$ cat config.mk
export PLATFORM = sky130hd
export DESIGN_NAME = pc_fetch_unit
export DESIGN_NICKNAME = d
export VERILOG_FILES = /design/src/rtl/pc_fetch_unit.sv
export SDC_FILE = /design/constraint.sdc
export NUM_CORES = 1
export LEC_CHECK = 0
export BUFFER_PORTS_ARGS = -buffer_cell sky130_fd_sc_hd__buf_2
export CORE_MARGIN = 3
export CORE_UTILIZATION = 47
export CTS_CLUSTER_SIZE = 28
export DETAILED_ROUTE_END_ITERATION = 10
export PLACE_DENSITY = 0.8
export SKIP_CTS_REPAIR_TIMING = 1
export SLEW_MARGIN = 10
export SYNTH_ARGS = -nofsm -noshare
export SYNTH_HDL_FRONTEND = slang
export SYNTH_SLANG_ARGS = --single-unit
$ cat constraint.sdc
create_clock -name clk -period 3.2 [get_ports clk]
set_clock_uncertainty 0.2 [all_clocks]
set_input_delay 0.64 -clock clk [delete_from_list [all_inputs] [get_ports clk]]
set_output_delay 0.64 -clock clk [all_outputs]
set_load 0.005 [all_outputs]
$ cat src/rtl/pc_fetch_unit.sv
// pc_fetch_unit: program-counter register and request/acknowledge instruction-fetch
// sequencer for the monocycle core.
//
// Parameters:
//   RESET_PC  PC loaded on reset (word-aligned)
//   TIMEOUT   max FETCH cycles without fetchAck before a fetch error (1..255)
//
// Ports:
//   clk, rst      clock (rising edge), synchronous active-high reset
//   nextPc        next address from the branch/next mux, consumed in EXEC
//   stall         holds the current instruction in EXEC
//   fetchAck      memory acknowledge, only honoured while fetchReq=1
//   fetchInstr    instruction word, valid with fetchAck
//   fetchReq      fetch request (state == FETCH)
//   fetchAddr     fetch address, always equal to pc
//   pc, pcPlus4   current PC and pc + 4 (wraps modulo 2^32)
//   instr         latched instruction
//   instrValid    instr is executable this cycle (state == EXEC)
//   retired       retired-instruction counter (wraps)
//   misaligned    sticky: a target with nextPc[1:0] != 0 was rejected
//   fetchErr      sticky: fetch timed out

module pc_fetch_unit #(
    parameter logic [31:0] RESET_PC = 32'd32,
    parameter int unsigned TIMEOUT  = 15
) (
    input  logic        clk,
    input  logic        rst,
    input  logic [31:0] nextPc,
    input  logic        stall,
    input  logic        fetchAck,
    input  logic [31:0] fetchInstr,
    output logic        fetchReq,
    output logic [31:0] fetchAddr,
    output logic [31:0] pc,
    output logic [31:0] pcPlus4,
    output logic [31:0] instr,
    output logic        instrValid,
    output logic [31:0] retired,
    output logic        misaligned,
    output logic        fetchErr
);

    typedef enum logic [1:0] {StIdle, StFetch, StExec, StHalt} state_e;

    // waitCnt holds the number of completed ack-less FETCH cycles, so the
    // TIMEOUT-th ack-less cycle is the one that sees TIMEOUT-1.
    localparam logic [7:0] LastWait = 8'(TIMEOUT - 1);

    state_e      state_q, state_d;
    logic [31:0] pc_q, pc_d;
    logic [31:0] instr_q, instr_d;
    logic [31:0] retired_q, retired_d;
    logic [7:0]  wait_cnt_q, wait_cnt_d;
    logic        misaligned_q, misaligned_d;
    logic        fetch_err_q, fetch_err_d;

    always_comb begin
        state_d      = state_q;
        pc_d         = pc_q;
        instr_d      = instr_q;
        retired_d    = retired_q;
        wait_cnt_d   = wait_cnt_q;
        misaligned_d = misaligned_q;
        fetch_err_d  = fetch_err_q;

        unique case (state_q)
            StIdle: begin
                wait_cnt_d = 8'd0;
                state_d    = StFetch;
            end
            StFetch: begin
                // Ack wins over the timeout in the same cycle.
                if (fetchAck) begin
                    instr_d = fetchInstr;
                    state_d = StExec;
                end else if (wait_cnt_q == LastWait) begin
                    fetch_err_d = 1'b1;
                    state_d     = StHalt;
                end else begin
                    wait_cnt_d = wait_cnt_q + 8'd1;
                end
            end
            StExec: begin
                if (!stall) begin
                    if (nextPc[1:0] != 2'b00) begin
                        misaligned_d = 1'b1;
                        state_d      = StHalt;
                    end else begin
                        pc_d       = nextPc;
                        retired_d  = retired_q + 32'd1;
                        wait_cnt_d = 8'd0;
                        state_d    = StFetch;
                    end
                end
            end
            StHalt: begin
                // Terminal: everything frozen until reset.
            end
            default: state_d = StHalt;
        endcase
    end

    always_ff @(posedge clk) begin
        if (rst) begin
            state_q      <= StIdle;
            pc_q         <= RESET_PC;
            instr_q      <= 32'd0;
            retired_q    <= 32'd0;
            wait_cnt_q   <= 8'd0;
            misaligned_q <= 1'b0;
            fetch_err_q  <= 1'b0;
        end else begin
            state_q      <= state_d;
            pc_q         <= pc_d;
            instr_q      <= instr_d;
            retired_q    <= retired_d;
            wait_cnt_q   <= wait_cnt_d;
            misaligned_q <= misaligned_d;
            fetch_err_q  <= fetch_err_d;
        end
    end

    assign fetchReq   = (state_q == StFetch);
    assign instrValid = (state_q == StExec);
    assign pc         = pc_q;
    assign fetchAddr  = pc_q;
    assign pcPlus4    = pc_q + 32'd4;
    assign instr      = instr_q;
    assign retired    = retired_q;
    assign misaligned = misaligned_q;
    assign fetchErr   = fetch_err_q;

endmodule
Word-level counts from Yosys, hierarchy flattened
Index checks and enable logic that the tools add are counted.
- output and inout port bits: 164
- input port bits: 68
- bits in registers: 108
- word-level logic and storage cells: 40
- add/subtract/negate cells: 3
- bitwise operators: 3
- equality and inequality tests: 8
- reductions and logical operators: 9
- mux-type cells: 10
- operator list (operator ; number):
    $add 32x1->32 const B ; 1
    $add 32x3->32 const B ; 1
    $mux 8 ; 4
    $pmux 8 s3 ; 1
    $reduce_and 3->1 ; 4
    $add 8x1->8 const B ; 1
    $eq 8x4->1 const B ; 1
    $mux 2 ; 4
    $ne 2x2->1 const B ; 4
    $pmux 2 s3 ; 1
    $reduce_and 5->1 ; 1
    $ne 3x2->1 const B ; 1
    $not 1->1 ; 3
    $reduce_bool 3->1 ; 1
    $eq 2x1->1 const B ; 1
    $eq 2x2->1 const B ; 1
    $logic_not 2->1 ; 1
    $reduce_and 2->1 ; 1
    $reduce_bool 2->1 ; 1

Longest topological paths before layout
- word-level depth: 4
- gate-level depth with buffers: 8
- mapped depth without buffers: 7

Worst setup path before layout
Ideal clock, no wire load.
- path kind: register to output
- start: register pc_q[2], in the netlist fetchAddr[2]
- end: output port pcPlus4[24]
- data required time: 2.360 ns
- arrival time: 1.723 ns
- slack: 0.637 ns
- cell stages (with the launch flop): 7
- path buffers: 0
- cell sequence: dfxtp_1 ha_1 inv_1 or4_4 nor2_4 nand4_1 xnor2_1
- cells in the longest elaborated chain, start to end: 1
- RTL lines (element ; line ; text):
    start, declared ; 51 ; logic [31:0] pc_q, pc_d;
    start signal, assigned ; 115 ; pc_q <= pc_d;
    $add 32x3->32 ; 128 ; assign pcPlus4 = pc_q + 32'd4;
    end, declared ; 36 ; output logic [31:0] pcPlus4,
No other way between the ends.

Worst setup path after layout
- start: register pc_q[9], in the netlist fetchAddr[9]
- end: output port pcPlus4[26]
Same word-level chain as after synthesis.

==> results.py <==
metrics = {
    "clock_tree": {
        "insertion_delay_ns": 0.36,
        "numCtsBuffers": 9,
        "cts_tree": "done",
        "path_clk_slew_ns": 0.10,
        "clockBufferDepth": 2,
        "root_buffer": "clkbuf_8",
        "htree_levels": 3,
        "clkSinkCount": 108,
    },
    "detailed_routing": {
        "drt_pass1_iterations": 8,
        "wl_um": 14000,
        "viasPerCell": 5.12,
        "wire_per_inst_um": 14.4,
        "ant_nets": 0,
        "drc": 0,
        "vias": 4975,
        "dr.first_iter.drc_count": 315,
    },
    "power_and_ir_drop": {
        "leakage_nw": 2.94,
        "p_total_mw": 2.77,
        "power_frac_seq_pct": 53.2,
        "ir_drop_uv": 339,
        "power.switching_uw": 843,
        "clock_power_share_pct": 28.2,
        "power.internal_mw": 1.93,
        "netSwitchingFraction_pct": 30.4,
        "p_comb_share_pct": 18.6,
        "power_per_cell_area_mw_per_mm2": 434,
    },
    "layout": {
        "drive_gt1_share_pct": 33.3,
        "finalNetCount": 905,
        "syn_to_final_growth_pct": 24.1,
        "design_area_mm2": 0.00638,
        "diodes": 0,
        "fillers": 1005,
    },
    "timing": {
        "finalCritPeriodShare_pct": 96.9,
        "fin_crit_ns": 3.10,
        "fmax_ghz": 0.322,
        "worst_pin_slew_ns": 0.679,
        "relSlewSlack_pct": 54.5,
        "setup_viol": 0,
        "timing.setup.tns_ns": 0,
        "report.final.slew_viol_count": 0,
        "fin_ws_ns": 0.0982,
        "rsz0062_at_grt": "yes",
        "timing.hold.ws_ns": 0.256,
        "hold_viol_final": 0,
    },
    "logic_synthesis": {
        "synth-simple-area-share_pct": 28.2,
        "synth.most_common_cell": "nand2_1",
        "synth_nets": 716,
        "synth.mux.area_fraction_pct": 0,
        "netlist_area_mm2": 0.00514,
        "synth_top_cell_by_area": "dfxtp_1",
        "syn_avg_cell_area_um2": 8.02,
        "synthXorXnorAreaFrac_pct": 10.2,
        "yosys_register_bits": 108,
        "seq_area_frac_synth_pct": 42.1,
        "synth_common_cells": "nand2_1 (151), dfxtp_1 (108), a21oi_1 (72)",
        "synth-edff-count": 0,
        "async_reset_ff_share_pct": 0,
        "yosysWarningCount": 0,
        "synth.area.top_cells": "dfxtp_1 (42%), nand2_1 (11%), a21oi_1 (7.0%)",
        "ys_types": 40,
        "synthCells": 641,
        "synth_flop_cell": "dfxtp_1",
        "synth_top_family_by_area": "simple AND/OR/NAND/NOR gates",
        "yosysTopAreaCellShare_pct": 42.1,
        "synth_fa_ha_area_share_pct": 1.70,
        "synth_compound_area_share_pct": 9.42,
    },
    "critical_path": {
        "r2r_cells": 6,
        "start_kind": "flop",
        "cp-endpoint": "pcPlus4[26]",
        "r2r_start": "state_q[1]$_SDFFE_PP0P_",
        "timing.rr.end": "retired[21]$_SDFFE_PP0P_",
        "critical_path.startpoint": "fetchAddr[9]$_SDFFE_PP0P_",
        "worst_setup_path_end_kind": "primary output",
        "cp.arrival_ns": 2.26,
        "worstSetupPathType": "flop to primary output",
        "r2r_slack_ns": 0.65,
        "crit_path_max_fanout": 7,
        "cp_data_required_time_ns": 2.36,
    },
    "die": {
        "initial_utilization_pct": 49.1,
        "dieHeight_um": 111,
        "rows": 37,
        "ios": 232,
        "die_area_mm2": 0.0122,
        "die_w_um": 111,
        "core_mm2": 0.0105,
    },
    "global_routing": {
        "grt_pass1_vias": 4586,
        "grt_pass1_wl_um": 22800,
        "antenna_found_initial": 0,
        "grt_start_max_net_pins": 51,
        "grt_use_total_pct": 22.1,
        "gr-total-overflow": 0,
    },
    "run_status": {
        "status": "completed",
    },
    "placement": {
        "numPortBuffers": 231,
        "post-place-ws_ns": 0.338,
        "gp_congestion": 0.886,
        "place_area_mm2": 0.00616,
        "place_hpwl_um": 10400,
    },
    "min_path": {
        "hold_path.startpoint": "instr[2]$_SDFFE_PP0P_",
        "hold_path.class": "flop to flop",
    },
    "run": {
        "cap_violations": 0,
    },
}
==> logic make-up (layout without fill, tap and decap cells) <==
logic type / after synthesis / after routing
DFF: 108 / 108
xor gates and xnor gates: 60 / 60
buffers and inverters: 76 / 270
adders and majority gates: 7 / 7
AOI/OAI and AO/OA: 91 / 91
and+or+nand+nor: 299 / 299
==> critical path: stages (launching register included) <==
cell and delay [ns]:
dfxtp_2 0.41, nand4_1 0.24, or4_4 0.60, nor4_4 0.22
nand2_1 0.13, xnor2_1 0.17, buf_2 0.14
==> final cells by class <==
type | count | area (µm²) | area share (%)
Inverter | 13 | 48.8 | 0.765
Clock inverter | 6 | 53.8 | 0.843
Sequential cell | 108 | 2180 | 34.2
Clock buffer | 10 | 128 | 2.00
Multi-Input combinational cell | 457 | 2570 | 40.3
Timing Repair Buffer | 241 | 1230 | 19.3
Tap cell | 136 | 170 | 2.67
==> power groups by stage <==
stage	clock network [mW]	logic, mW	registers (mW)
floorplan	0	0.293	1.51
global placement	0	0.511	1.50
detailed placement	0	0.515	1.51
CTS	0.814	0.517	1.48
global route	0.864	0.587	1.48
finish	0.782	0.514	1.47
==> worst min path at each step <==
stage	to	slack [ns]	depth (start not counted)
after CTS	instr[3]$_SDFFE_PP0P_	0.26	2
after detailed placement	instr[13]$_SDFFE_PP0P_	0.24	2
after global placement	instr[13]$_SDFFE_PP0P_	0.24	2
after floorplan	instr[0]$_SDFFE_PP0P_	0.25	2
final	instr[2]$_SDFFE_PP0P_	0.26	2
after global routing	instr[5]$_SDFFE_PP0P_	0.27	2
==> sequential cells by signal (all words and copies together) (netlist names) <==
name / cells
wait_cnt_q: 8
retired: 32
fetchAddr: 32
instr: 32
misaligned: 1
fetchErr: 1
state_q: 2
==> stage by stage <==
stage | cells | util (%)
floorplan | 641 | -
global placement | 955 | 58.9
detailed placement | 955 | 58.9
CTS | 971 | 60.6
global route | 971 | 61.0
finish | 971 | 61.0
==> placed cells by master, fill, tap and decap left out, types with 2 or more instances in the layout <==
| cell type | instances |
|---|---|
| buf_2 | 231 |
| dfxtp_4 | 4 |
| inv_1 | 13 |
| xor2_1 | 19 |
| nor2_1 | 42 |
| nor4_1 | 9 |
| dfxtp_1 | 101 |
| a21oi_1 | 72 |
| nand4_2 | 2 |
| inv_6 | 3 |
| nand4_1 | 11 |
| nor3_1 | 10 |
| and2_1 | 4 |
| xnor2_1 | 41 |
| dfxtp_2 | 3 |
| buf_4 | 10 |
| clkbuf_8 | 9 |
| and3_1 | 17 |
| and4_1 | 6 |
| nand2_1 | 151 |
| o211ai_1 | 4 |
| or3_1 | 7 |
| ha_1 | 6 |
| o21ai_0 | 8 |
| nor4_2 | 4 |
| nand3_1 | 27 |
==> metal layers <==
metal,global-route usage (%),wire [µm],vias to the layer above
met3,5.97,978,31
li1,-,-,2489
met1,28.1,5910,2262
met2,36.4,6690,193
met5,0,0,-
met4,7.47,376,0
Note: power is estimated with default switching activity, not from simulation.
